`config.mk`:
```
export PLATFORM = sky130hd
export DESIGN_NAME = bnn_pe_feeder_flat
export DESIGN_NICKNAME = d
export VERILOG_FILES = /design/src/rtl/bnn_pe_feeder_if.sv /design/src/rtl/bnn_pe_feeder.sv /design/src/flat_wrapper.sv
export SDC_FILE = /design/constraint.sdc
export NUM_CORES = 1
export LEC_CHECK = 0
export CAP_MARGIN = 25
export CORE_MARGIN = 2
export CORE_UTILIZATION = 45
export DETAILED_ROUTE_END_ITERATION = 6
export HOLD_SLACK_MARGIN = 0.06
export MAX_ROUTING_LAYER = met4
export PLACE_DENSITY = 0.9
export SYNTH_ARGS = -nofsm -noshare
export SYNTH_HDL_FRONTEND = slang
export SYNTH_SLANG_ARGS = --single-unit
export TNS_END_PERCENT = 1
```
`constraint.sdc`:
```
create_clock -name clk -period 12.9 [get_ports clk]
set_input_delay 2.58 -clock clk [delete_from_list [all_inputs] [get_ports clk]]
set_output_delay 2.58 -clock clk [all_outputs]
set_load 0.005 [all_outputs]
```
`src/rtl/bnn_pe_feeder_if.sv`:
```
// bnn_pe_feeder_if: job request, operand stream, PE drive and result port of the BNN PE feeder.
interface bnn_pe_feeder_if #(
  parameter int WORD_SIZE = 64,
  parameter int LEN_W = 16
);
  logic start;
  logic [LEN_W-1:0] vec_len;
  logic [15:0] threshold;
  logic busy;
  logic in_valid;
  logic in_ready;
  logic [WORD_SIZE-1:0] in_weight;
  logic [WORD_SIZE-1:0] in_act;
  logic pe_ce;
  logic pe_accumulate;
  logic pe_test_mode;
  logic [WORD_SIZE-1:0] pe_weight;
  logic [WORD_SIZE-1:0] pe_act;
  logic [WORD_SIZE-1:0] pe_mask;
  logic [15:0] pe_sum;
  logic res_valid;
  logic res_ready;
  logic [15:0] res_sum;
  logic res_bit;
  modport master (
    input start, vec_len, threshold, in_valid, in_weight, in_act, pe_sum, res_ready,
    output busy, in_ready, pe_ce, pe_accumulate, pe_test_mode, pe_weight, pe_act, pe_mask,
    output res_valid, res_sum, res_bit
  );
  modport slave (
    output start, vec_len, threshold, in_valid, in_weight, in_act, pe_sum, res_ready,
    input busy, in_ready, pe_ce, pe_accumulate, pe_test_mode, pe_weight, pe_act, pe_mask,
    input res_valid, res_sum, res_bit
  );
endinterface

```
`src/rtl/bnn_pe_feeder.sv`:
```
// bnn_pe_feeder: sequences one XNOR-popcount dot-product job through a BNN PE and returns the binarized sum.
module bnn_pe_feeder #(
  parameter int WORD_SIZE = 64,
  parameter int LEN_W = 16
) (
  input logic clk,
  input logic reset,
  bnn_pe_feeder_if.master bus
);
  localparam int LB = $clog2(WORD_SIZE);
  localparam logic [2:0] IDLE = 3'd0, CLEAR = 3'd1, STREAM = 3'd2, DRAIN = 3'd3, CAPT = 3'd4, RESULT = 3'd5;
  logic [2:0] state_q, state_d;
  logic [LEN_W-1:0] nwords_q, nwords_d, k_q, k_d;
  logic [LB-1:0] rem_q, rem_d;
  logic [15:0] thr_q, thr_d, res_sum_q, res_sum_d;
  logic busy_q, busy_d, in_ready_q, in_ready_d, pe_ce_q, pe_ce_d, pe_acc_q, pe_acc_d;
  logic res_valid_q, res_valid_d, res_bit_q, res_bit_d;
  logic [WORD_SIZE-1:0] pe_weight_q, pe_weight_d, pe_act_q, pe_act_d, pe_mask_q, pe_mask_d;
  logic start_ok, len_zero, hs, last_k;
  always_comb begin
    start_ok = state_q == IDLE && bus.start;
    len_zero = bus.vec_len == '0;
    hs = state_q == STREAM && bus.in_valid && in_ready_q;
    last_k = k_q == nwords_q - LEN_W'(1);
    case (state_q)
      IDLE:    state_d = start_ok ? (len_zero ? RESULT : CLEAR) : IDLE;
      CLEAR:   state_d = STREAM;
      STREAM:  state_d = hs && last_k ? DRAIN : STREAM;
      DRAIN:   state_d = CAPT;
      CAPT:    state_d = RESULT;
      RESULT:  state_d = bus.res_ready ? IDLE : RESULT;
      default: state_d = IDLE;
    endcase
    nwords_d = start_ok ? (bus.vec_len >> LB) + LEN_W'(|bus.vec_len[LB-1:0]) : nwords_q;
    rem_d = start_ok ? bus.vec_len[LB-1:0] : rem_q;
    thr_d = start_ok ? bus.threshold : thr_q;
    k_d = start_ok ? '0 : hs ? k_q + LEN_W'(1) : k_q;
    busy_d = state_d != IDLE;
    in_ready_d = state_d == STREAM;
    pe_ce_d = state_d == CLEAR || hs;
    pe_acc_d = hs;
    pe_weight_d = hs ? bus.in_weight : pe_weight_q;
    pe_act_d = hs ? bus.in_act : pe_act_q;
    // only the final word of a job with a partial tail gets a narrowed mask
    pe_mask_d = !hs ? '0 : (!last_k || rem_q == '0) ? '1 : ~({WORD_SIZE{1'b1}} << rem_q);
    res_valid_d = state_d == RESULT;
    res_sum_d = state_q == CAPT ? bus.pe_sum : (start_ok && len_zero) ? '0 : res_sum_q;
    res_bit_d = state_q == CAPT ? bus.pe_sum >= thr_q : (start_ok && len_zero) ? bus.threshold == '0 : res_bit_q;
  end
  always_ff @(posedge clk or posedge reset) begin
    if (reset) begin
      state_q <= IDLE;
      nwords_q <= '0;
      k_q <= '0;
      rem_q <= '0;
      thr_q <= '0;
      busy_q <= 1'b0;
      in_ready_q <= 1'b0;
      pe_ce_q <= 1'b0;
      pe_acc_q <= 1'b0;
      pe_weight_q <= '0;
      pe_act_q <= '0;
      pe_mask_q <= '0;
      res_valid_q <= 1'b0;
      res_sum_q <= '0;
      res_bit_q <= 1'b0;
    end else begin
      state_q <= state_d;
      nwords_q <= nwords_d;
      k_q <= k_d;
      rem_q <= rem_d;
      thr_q <= thr_d;
      busy_q <= busy_d;
      in_ready_q <= in_ready_d;
      pe_ce_q <= pe_ce_d;
      pe_acc_q <= pe_acc_d;
      pe_weight_q <= pe_weight_d;
      pe_act_q <= pe_act_d;
      pe_mask_q <= pe_mask_d;
      res_valid_q <= res_valid_d;
      res_sum_q <= res_sum_d;
      res_bit_q <= res_bit_d;
    end
  end
  assign bus.busy = busy_q;
  assign bus.in_ready = in_ready_q;
  assign bus.pe_ce = pe_ce_q;
  assign bus.pe_accumulate = pe_acc_q;
  assign bus.pe_test_mode = 1'b0;
  assign bus.pe_weight = pe_weight_q;
  assign bus.pe_act = pe_act_q;
  assign bus.pe_mask = pe_mask_q;
  assign bus.res_valid = res_valid_q;
  assign bus.res_sum = res_sum_q;
  assign bus.res_bit = res_bit_q;
endmodule

```
`src/flat_wrapper.sv`:
```
// flat-port wrapper written by rule: the top's interface ports become plain ports
module bnn_pe_feeder_flat 
#(
  parameter int WORD_SIZE = 64,
  parameter int LEN_W = 16
)
  (clk, reset, bus_start, bus_vec_len, bus_threshold, bus_in_valid, bus_in_weight, bus_in_act, bus_pe_sum, bus_res_ready, bus_busy, bus_in_ready, bus_pe_ce, bus_pe_accumulate, bus_pe_test_mode, bus_pe_weight, bus_pe_act, bus_pe_mask, bus_res_valid, bus_res_sum, bus_res_bit);
  bnn_pe_feeder_if #(.WORD_SIZE(WORD_SIZE), .LEN_W(LEN_W)) bus_i ();
  input logic clk;
  input logic reset;
  input wire logic [$bits(bus_i.start)-1:0] bus_start;
  input wire logic [$bits(bus_i.vec_len)-1:0] bus_vec_len;
  input wire logic [$bits(bus_i.threshold)-1:0] bus_threshold;
  input wire logic [$bits(bus_i.in_valid)-1:0] bus_in_valid;
  input wire logic [$bits(bus_i.in_weight)-1:0] bus_in_weight;
  input wire logic [$bits(bus_i.in_act)-1:0] bus_in_act;
  input wire logic [$bits(bus_i.pe_sum)-1:0] bus_pe_sum;
  input wire logic [$bits(bus_i.res_ready)-1:0] bus_res_ready;
  output wire logic [$bits(bus_i.busy)-1:0] bus_busy;
  output wire logic [$bits(bus_i.in_ready)-1:0] bus_in_ready;
  output wire logic [$bits(bus_i.pe_ce)-1:0] bus_pe_ce;
  output wire logic [$bits(bus_i.pe_accumulate)-1:0] bus_pe_accumulate;
  output wire logic [$bits(bus_i.pe_test_mode)-1:0] bus_pe_test_mode;
  output wire logic [$bits(bus_i.pe_weight)-1:0] bus_pe_weight;
  output wire logic [$bits(bus_i.pe_act)-1:0] bus_pe_act;
  output wire logic [$bits(bus_i.pe_mask)-1:0] bus_pe_mask;
  output wire logic [$bits(bus_i.res_valid)-1:0] bus_res_valid;
  output wire logic [$bits(bus_i.res_sum)-1:0] bus_res_sum;
  output wire logic [$bits(bus_i.res_bit)-1:0] bus_res_bit;
  assign bus_i.start = bus_start;
  assign bus_i.vec_len = bus_vec_len;
  assign bus_i.threshold = bus_threshold;
  assign bus_i.in_valid = bus_in_valid;
  assign bus_i.in_weight = bus_in_weight;
  assign bus_i.in_act = bus_in_act;
  assign bus_i.pe_sum = bus_pe_sum;
  assign bus_i.res_ready = bus_res_ready;
  assign bus_busy = bus_i.busy;
  assign bus_in_ready = bus_i.in_ready;
  assign bus_pe_ce = bus_i.pe_ce;
  assign bus_pe_accumulate = bus_i.pe_accumulate;
  assign bus_pe_test_mode = bus_i.pe_test_mode;
  assign bus_pe_weight = bus_i.pe_weight;
  assign bus_pe_act = bus_i.pe_act;
  assign bus_pe_mask = bus_i.pe_mask;
  assign bus_res_valid = bus_i.res_valid;
  assign bus_res_sum = bus_i.res_sum;
  assign bus_res_bit = bus_i.res_bit;
  bnn_pe_feeder #(.WORD_SIZE(WORD_SIZE), .LEN_W(LEN_W)) u_core (.clk(clk), .reset(reset), .bus(bus_i));
endmodule
```
### Yosys cells after proc, flatten, opt, wreduce, memory -nomap -nowiden

Index checks and enable logic that the tools add are counted.

| storage, ports and cells | value |
|---|---|
| register bits | 271 |
| bits in latches | 0 |
| bits in writable memories | 0 |
| ROM bits | 0 |
| bits of input ports | 181 |
| output and inout port bits | 215 |
| memories | 0 |

| cells by class | value |
|---|---|
| add/sub/neg operators | 3 |
| multiply operators | 0 |
| divide/modulo/power cells | 0 |
| order comparisons | 1 |
| eq/ne operators | 9 |
| shift-type cells | 1 |
| mux-type cells | 13 |
| bitwise logic cells | 1 |
| reductions and logical operators | 16 |

Operators with widths:

| kind | number |
|---|---|
| $mux W64 | 2 |
| $mux W16 | 4 |
| $not A64 Y64 | 1 |
| $shl A64 B6 Y64 const A | 1 |
| $logic_not A16 Y1 | 2 |
| $pmux W3 S6 | 1 |
| $add A16 B1 Y16 const B | 1 |
| $eq A16 B16 Y1 | 1 |
| $ge A16 B16 Y1 | 1 |
| $sub A16 B1 Y16 const B | 1 |
| $add A10 B1 Y11 | 1 |
| $eq A3 B2 Y1 const B | 3 |
| $eq A3 B3 Y1 const B | 3 |
| $mux W3 | 3 |
| $eq A3 B1 Y1 const B | 2 |
| $logic_not A6 Y1 | 1 |
| $reduce_or A6 Y1 | 1 |
| $logic_and A1 B1 Y1 | 5 |
| $reduce_bool A2 Y1 | 2 |
| $logic_not A3 Y1 | 1 |
| $mux W1 | 3 |
| $reduce_bool A3 Y1 | 1 |
| $logic_or A1 B1 Y1 | 2 |
| $logic_not A1 Y1 | 1 |

### Logic depth before layout (Yosys ltp)

Gate-level depths: netlist of run 1.

| logic depth | value |
|---|---|
| word-level depth | 8 |
| mapped depth | 9 |

### Least setup slack after synthesis of run 1

Ideal clock, no wire load.

| path | value |
|---|---|
| kind | input port to flip-flop |
| start point | input bus_vec_len[3] |
| end point | register u_core.pe_ce_q, in the netlist u_core.bus.pe_ce |
| setup time | 0.143 ns |
| data arrival time | 3.703 ns |
| path slack | 9.054 ns |
| stages on the path | 7 |
| buffers on the path | 1 |
| path through | nor4_1 nand2_1 nor3_1 clkbuf_1 a211oi_1 a21oi_1 o21ai_0 |

| on the way | value |
|---|---|
| word-level cells in the longest chain between the ends | 6 |

Ends and longest elaborated chain:

| element | RTL line | text |
|---|---|---|
| start: declaration | flat_wrapper.sv:12 | `input wire logic [$bits(bus_i.vec_len)-1:0] bus_vec_len;` |
| $logic_not A16 Y1 | bnn_pe_feeder.sv:22 | `len_zero = bus.vec_len == '0;` |
| $mux W3 (2 in series) | bnn_pe_feeder.sv:26 | `IDLE: state_d = start_ok ? (len_zero ? RESULT : CLEAR) : IDLE;` |
| $pmux W3 S6 | bnn_pe_feeder.sv:25 | `case (state_q)` |
| net u_core.state_d[2] | bnn_pe_feeder.sv:12 | `logic [2:0] state_q, state_d;` |
| $eq A3 B1 Y1 | bnn_pe_feeder.sv:40 | `pe_ce_d = state_d == CLEAR \|\| hs;` |
| $logic_or A1 B1 Y1 | bnn_pe_feeder.sv:40 |  |
| net u_core.pe_ce_d | bnn_pe_feeder.sv:16 | `logic busy_q, busy_d, in_ready_q, in_ready_d, pe_ce_q, pe_ce_d, pe_acc_q, pe_acc_d;` |
| end signal: assignment | bnn_pe_feeder.sv:75 | `pe_ce_q <= pe_ce_d;` |
| end: declaration | bnn_pe_feeder.sv:16 |  |

The timed path passes the listed nets, and every way through them passes these cells.
A chain may end at the register's enable or synchronous reset.

### Worst setup path after layout of run 1

| path | value |
|---|---|
| start point | input bus_in_valid |
| end point | register u_core.pe_act_q[44], in the netlist u_core.bus.pe_act[44] |

| on the way | value |
|---|---|
| word-level cells in the longest chain between the ends | 2 |

Ends and longest elaborated chain:

| element | RTL line | text |
|---|---|---|
| start: declaration | flat_wrapper.sv:14 | `input wire logic [$bits(bus_i.in_valid)-1:0] bus_in_valid;` |
| $logic_and A1 B1 Y1 (2 in series) | bnn_pe_feeder.sv:23 | `hs = state_q == STREAM && bus.in_valid && in_ready_q;` |
| end signal: assignment | bnn_pe_feeder.sv:78 | `pe_act_q <= pe_act_d;` |
| end: declaration | bnn_pe_feeder.sv:18 | `logic [WORD_SIZE-1:0] pe_weight_q, pe_weight_d, pe_act_q, pe_act_d, pe_mask_q, pe_mask_d;` |

No other way between the ends.

==> out/metrics.yaml, run 1 <==
drt:
  finalWirelength_mm: 35.1
  drt_pass1_iterations: 5
  vias: 10006
  avgRoutedWirePerCell_um: 18.2
  vias_per_cell: 5.18
  antenna_left: 0
  drt_iter0_markers: 808
  drc: 0
sta:
  fin_crit_ps: 4730
  hold_viol_final: 0
  fin_skew_ps: 6.76
  final_max_slew_viol_count: 0
  worst_slack_ps: 8170
  final-setup-viol-count: 0
  slew_headroom_pct: 28.5
  worstMarginPinSlew_ps: 1060
  setup_tns_ps: 0
  timing.final.crit_share_pct: 36.6
  rsz0062_at_grt: "false"
  fmax_mhz: 212
pwr:
  p_switching_w: 0.00105
  intPower_w: 0.00218
  p_leak_nw: 7.81
  clkPwrFrac_pct: 25.5
  total_power_w: 0.00323
  switching_share_pct: 32.6
  p_per_area_nw_per_um2: 197
  vdd.ir_drop.worst_uv: 128
  pwr-share-comb_pct: 35.0
  seq_power_share_pct: 39.4
placement:
  hpwl_mm: 24.9
  place_ws_ps: 7240
  place_congestion: 0.871
  io_buffers: 394
global_routing:
  busiest_layer: "met2"
  grt_pass1_wl_mm: 55.1
  grt.total_usage_pct: 27.2
  antenna_found_initial: 0
  grt_overflow: 0
  met1_usage_pct: 33.1
  grt_max_degree: 113
  grtUsageMet2_pct: 45.1
  grt_use_met3_pct: 6.18
  grt_pass1_vias: 10184
cts:
  htree_levels: 1
  cts_tree: "yes"
  cts_sinks: 266
  clockRootBuffer: "clkbuf_16"
  clkTransAtPathRegs_ps: 60
  ctsLongestPathBuffers: 3
  ctsResizeCount: 0
  post_cts_buffers: 0
  cts_hold_buffers: 0
  worst_skew_pair.late_latency_ps: 530
  cts_buffers: 28
die:
  ios: 396
  die-height_um: 162
  initial_core_util_pct: 45.9
  rows: 57
  die_x_um: 162
  die_area_um2: 26200
  core_area_um2: 24400
hold_path:
  hold_class: "flip-flop to flip-flop"
  hold_start: "u_core.bus.pe_act[58]"
  min_to: "u_core.bus.pe_act[58]"
  hold_depth: 2
outcome:
  status: "completed"
worst_setup_path:
  critPathRequiredTime_ps: 13360
  ff2ff_setup_slack_ps: 9170
  crit_chain: "clkdlybuf4s50_1, nand2_4, inv_4, buf_4, nand2_1, nand2_1"
  cp.arrival_ps: 5190
  cp.depth: 6
  path_common_cell: "nand2_1"
  rr_worst_depth: 6
  end_kind: "flip-flop"
  slowest_delay_ps: 800
  regToRegStartpoint: "u_core.state_q[1]"
  timing.rr.end: "u_core.bus.pe_act[44]"
  startpoint: "bus_in_valid"
  path_class: "input port to flip-flop"
  cp_top_family: "buffers and inverters"
  crit_buf_inv: 3
  cp_slowest_cell: "buf_4"
  start_kind: "input port"
  worstPathMaxFanout: 90
logic_synthesis:
  synth_top_cell_by_area: "dfrtp_1"
  syn_inst: 1223
  netlist_area_um2: 11200
  ys_types: 49
  synth.yosys.seq_area_share_pct: 59.4
  async_flop_share_pct: 100
  synth_ff_type: "dfrtp_1"
  yosysTopAreaCellShare_pct: 59.4
  synth_area_per_cell_um2: 9.16
  synth_nets: 1424
  synth.top_cells.by_area: "dfrtp_1 59%, nand2_1 17%, o21ai_0 2.9%, a21oi_1 2.5%, ha_1 2.2%"
  yosysWarnings: 0
  yosys_register_bits: 266
  synth_edf_count: 0
layout:
  drive_gt1_share_pct: 4.42
  nets: 1788
  syn2layout_area_growth_pct: 46.7
  antennaDiodeCount: 0
run:
  max-cap-violations: 0
-- cells in the mapped netlist (9+ instances only) --
| library cell | n |
|---|---|
| o21ai_0 | 65 |
| ha_1 | 20 |
| nand4_1 | 13 |
| a31oi_1 | 10 |
| nor2_1 | 42 |
| xor2_1 | 17 |
| nand2_1 | 502 |
| inv_1 | 26 |
| clkbuf_1 | 60 |
| nor3_1 | 10 |
| nor4_1 | 9 |
| xnor2_1 | 18 |
| a21oi_1 | 57 |
| nand3_1 | 11 |
| dfrtp_1 | 266 |
-- tightest hold or removal path, delay by kind of cell (launching register included) --
kind | cells | cell delay (ps)
flops | 1 | 340
simple gates | 2 | 100
-- state kept, by name (all words and copies together), names as in the netlist --
| register | flops |
|---|---|
| u_core.bus.busy | 1 |
| u_core.bus.in_ready | 1 |
| u_core.bus.pe_accumulate | 1 |
| u_core.bus.pe_act | 64 |
| u_core.bus.pe_ce | 1 |
| u_core.bus.pe_mask | 64 |
| u_core.bus.pe_weight | 64 |
| u_core.bus.res_bit | 1 |
| u_core.bus.res_sum | 16 |
| u_core.bus.res_valid | 1 |
| u_core.k_q | 16 |
| u_core.nwords_q | 11 |
| u_core.rem_q | 6 |
| u_core.state_q | 3 |
| u_core.thr_q | 16 |
-- cells in the final DEF, fill, tap and decap left out, types with 10 or more instances in the layout --
cell type and n:
a21oi_1 57, a31oi_1 10, clkbuf_16 29, clkdlybuf4s50_1 394, dfrtp_1 266, ha_1 20, inv_1 25, nand2_1 501
nand3_1 11, nand4_1 13, nor2_1 42, o21ai_0 65, xnor2_1 18, xor2_1 17
-- metrics by stage --
step	cells	hold WS [ps]	utilization (%)	instance area [µm²]
floorplan	1223	450	-	11200
global placement	1874	456	62.8	15300
detailed placement	1875	461	62.8	15300
CTS	1924	475	66.7	16300
global route	1930	490	67.4	16400
finish	1930	472	67.4	16400
-- logic make-up after synthesis --
logic type                 share of synthesized area [%]
DFF                                                 59.4
AOI/OAI and AO/OA                                   8.02
xor gates and xnor gates                            2.74
and+or+nand+nor                                     23.5
adders and majority gates                           2.23
buffers and inverters                               3.74
other                                             0.0335
muxes                                              0.268
-- power groups by stage --
stage | Clock [W] | Combinational, W | Sequential (W)
final | 0.000825 | 0.00113 | 0.00127
after global routing | 0.000873 | 0.00125 | 0.00130
after CTS | 0.000837 | 0.00113 | 0.00127
after detailed placement | 0 | 0.00112 | 0.00128
after global placement | 0 | 0.00107 | 0.00127
after floorplan | 0 | 0.000518 | 0.00124
-- layer usage --
layer	vias up	wire [µm]
li1	4684	-
met1	4773	13700
met2	462	17200
met3	87	2970
met4	0	1220
met5	-	0
-- final cells by class --
cell class / instances / area [µm²]
Clock buffer: 43 / 868
Fill cell: 1809 / 7960
Inverter: 27 / 111
Timing Repair Buffer: 408 / 4170
Tap cell: 324 / 405
Multi-Input combinational cell: 856 / 4140
Sequential cell: 266 / 6660
Clock inverter: 6 / 83.8
-- worst max path at each step --
| stage | to | slack (ps) |
|---|---|---|
| detailed placement | u_core.bus.pe_act[49] | 7240 |
| floorplan | u_core.bus.busy | 2990 |
| finish | u_core.bus.pe_act[44] | 8170 |
| global route | u_core.bus.pe_weight[62] | 8030 |
| CTS | u_core.bus.pe_act[44] | 7750 |
| global placement | u_core.bus.pe_act[48] | 7360 |
(Power assumes the default switching activity.)
==> run 2, diff against run 1 <==
--- a/config.mk
+++ b/config.mk
@@ -7,11 +7,11 @@
 export LEC_CHECK = 0
 export CAP_MARGIN = 25
 export CORE_MARGIN = 2
-export CORE_UTILIZATION = 45
+export CORE_UTILIZATION = 41
 export DETAILED_ROUTE_END_ITERATION = 6
 export HOLD_SLACK_MARGIN = 0.06
 export MAX_ROUTING_LAYER = met4
-export PLACE_DENSITY = 0.9
+export PLACE_DENSITY = 0.87
 export SYNTH_ARGS = -nofsm -noshare
 export SYNTH_HDL_FRONTEND = slang
 export SYNTH_SLANG_ARGS = --single-unit
==> constraint.sdc (replaced) <==
create_clock -name clk -period 4 [get_ports clk]
set_input_delay 0.8 -clock clk [delete_from_list [all_inputs] [get_ports clk]]
set_output_delay 0.8 -clock clk [all_outputs]
set_load 0.005 [all_outputs]
==> out/metrics.yaml, run 2 (synthesized netlist as in run 1, its figures left out) <==
cts:
  worst_skew_pair.late_latency_ps: 550  # was 530 ps
  htree_levels: 1  # unchanged
  cts_buffers: 30  # was 28
  cts_sinks: 266  # unchanged
  cts_hold_buffers: 0  # unchanged
  post_cts_buffers: 0  # unchanged
  ctsResizeCount: 0  # unchanged
  clkTransAtPathRegs_ps: 60  # about the same
  cts_tree: "yes"  # unchanged
  ctsLongestPathBuffers: 3  # unchanged
  clockRootBuffer: "clkbuf_16"  # unchanged
drt:
  drc: 0  # unchanged
  antenna_left: 0  # unchanged
  vias: 10052  # was 10006
  top_layer: "met4"  # unchanged
  finalWirelength_mm: 35.0  # was 35.1 mm
  drt_iter0_markers: 697  # was 808
  vias_per_cell: 5.13  # was 5.18
  avgRoutedWirePerCell_um: 17.9  # was 18.2 µm
  routed-wl-met3_mm: 3.09  # was 2.97 mm
  wl_met1_mm: 13.8  # was 13.7 mm
  wl_met2_mm: 16.8  # was 17.2 mm
  drt_pass1_iterations: 5  # unchanged
global_routing:
  grt_pass1_vias: 10312  # was 10184
  grt_pass1_wl_mm: 54.9  # was 55.1 mm
  antenna_found_initial: 0  # unchanged
  grt_max_degree: 96  # was 113
  grt_overflow: 0  # unchanged
  grt.total_usage_pct: 24.7  # was 27.2%
layout:
  final_cell_mix: "501 x nand2_1, 394 x clkdlybuf4s50_1, 266 x dfrtp_1"  # unchanged
  drive_gt1_share_pct: 5.01  # was 4.42%
  fin_area_um2: 16500  # was 16400 µm²
  nets: 1796  # was 1788
  antennaDiodeCount: 0  # unchanged
  layout_commonest_cell: "nand2_1"  # unchanged
  syn2layout_area_growth_pct: 47.7  # was 46.7%
  utilization_pct: 61.5  # was 67.4%
  n_fill_cell: 2136  # was 1809
  instances_no_fill: 1958  # was 1930
sta:
  final_max_slew_viol_count: 0  # unchanged
  fin_crit_ps: 3090
  worst_slack_ps: 905  # was 8170 ps
  rsz0062_at_grt: "false"  # unchanged
  hold_viol_final: 0  # unchanged
  slew_headroom_pct: 43.9  # was 28.5%
  whs_ps: 473  # was 472 ps
  fmax_mhz: 323
  timing.final.crit_share_pct: 77.4
  worstMarginPinSlew_ps: 842  # was 1060 ps
  fin_skew_ps: 12.7  # was 6.76 ps
  final-setup-viol-count: 0  # unchanged
run:
  max-cap-violations: 0  # unchanged
die:
  die-height_um: 169  # was 162 µm
  die_area_um2: 28700  # was 26200 µm²
  ios: 396  # unchanged
  rows: 60  # was 57
  initial_core_util_pct: 41.7  # was 45.9%
  die_x_um: 169  # was 162 µm
  core_area_um2: 26900  # was 24400 µm²
worst_setup_path:
  crit_buf_inv: 2  # was 3
  crit_chain: "inv_1, ha_1, nor2b_1, nand3_1, mux2i_1, or4b_2, nor3_2, buf_4, o22ai_1"  # was clkdlybuf4s50_1, nand2_4, inv_4, buf_4, nand2_1, nand2_1
  regToRegStartpoint: "u_core.nwords_q[0]"  # was u_core.state_q[1]
  slowest_delay_ps: 840  # was 800 ps
  worstPathMaxFanout: 23  # was 90
  path_class: "flip-flop to flip-flop"  # was input port to flip-flop
  cp_slowest_cell: "or4b_2"  # was buf_4
  critPathRequiredTime_ps: 4400  # was 13360 ps
  startpoint: "u_core.nwords_q[0]"  # was bus_in_valid
  cp.arrival_ps: 3490  # was 5190 ps
  cp_top_family: "simple AND/OR/NAND/NOR gates"  # was buffers and inverters
  start_kind: "flip-flop"  # was input port
  end_kind: "flip-flop"  # unchanged
placement:
  place_ws_ps: 645  # was 7240 ps
  hpwl_mm: 24.8  # was 24.9 mm
  place_congestion: 0.875  # was 0.871
  dp.cells: 1904  # was 1875
  placed_area_um2: 15500  # was 15300 µm²
  io_buffers: 394  # unchanged
hold_path:
  hold_start: "u_core.bus.pe_act[56]"  # was u_core.bus.pe_act[58]
  hold_class: "flip-flop to flip-flop"  # unchanged
pwr:
  p_leak_nw: 7.84  # was 7.81 nW
  vdd.ir_drop.worst_uv: 458  # was 128 µV
  p_per_area_nw_per_um2: 645  # was 197 nW/µm²
outcome:
  status: "completed"  # unchanged
==> run 2: cell count changes in the layout (fill, tap and decap cells not counted) <==
| cell | before | now |
|---|---|---|
| buf_4 | 7 | 16 |
| clkbuf_8 | 9 | 4 |
| clkinvlp_4 | 0 | 5 |
| buf_16 | 5 | 1 |
| bufinv_16 | 2 | 5 |
| buf_12 | 1 | 3 |
| clkbuf_16 | 29 | 31 |
| buf_6 | 1 | 0 |
| clkbuf_1 | 5 | 6 |
| inv_8 | 1 | 0 |
==> run 2: path summary, 6_finish.rpt <==
check,to,slack [ps],cells after the start
max,u_core.bus.pe_mask[27],910,9
min,u_core.bus.pe_act[56],470,2
max reg2reg,u_core.bus.pe_mask[27],910,9
min reg2reg,u_core.bus.pe_act[56],470,2
max in group asynchronous,u_core.thr_q[7],2450,3
min in group asynchronous,u_core.bus.pe_weight[4],640,2
==> run 2: worst register-to-register path, stage by stage, from the launching register on <==
cell and delay (ps):
dfrtp_1 410, inv_1 110, ha_1 220, nor2b_1 350, nand3_1 210, mux2i_1 170, or4b_2 840, nor3_2 170
buf_4 310, o22ai_1 170
==> run 2: layer usage <==
metal	GRT usage (%)	vias to the layer above
li1	-	4695
met1	30.1	4822
met2	40.6	438
met3	6.06	97
met4	8.18	0
met5	-	-
==> run 2: final cells by class <==
cell class	instances	area, µm²	share of cell area, %
clock buffers	41	853	5.16
clock inverters	13	204	1.23
inverters	27	108	0.651
multi-input cells	856	4140	25.0
flip-flops and latches	266	6660	40.2
well taps	341	427	2.58
repair buffers	414	4150	25.1
==> run 2: stage by stage <==
stage	power, W	TNS (ps)
final	0.0107	0
after global routing	0.0113	0
after CTS	0.0108	0
after detailed placement	0.00779	0
after global placement	0.00762	0
after floorplan	0.00567	-82860
==> run 2: report_power, final <==
part | switching [W] | internal, W
sequential | 0.000511 | 0.00350
clock | 0.00110 | 0.00181
combinational | 0.00181 | 0.00193
total | 0.00342 | 0.00724
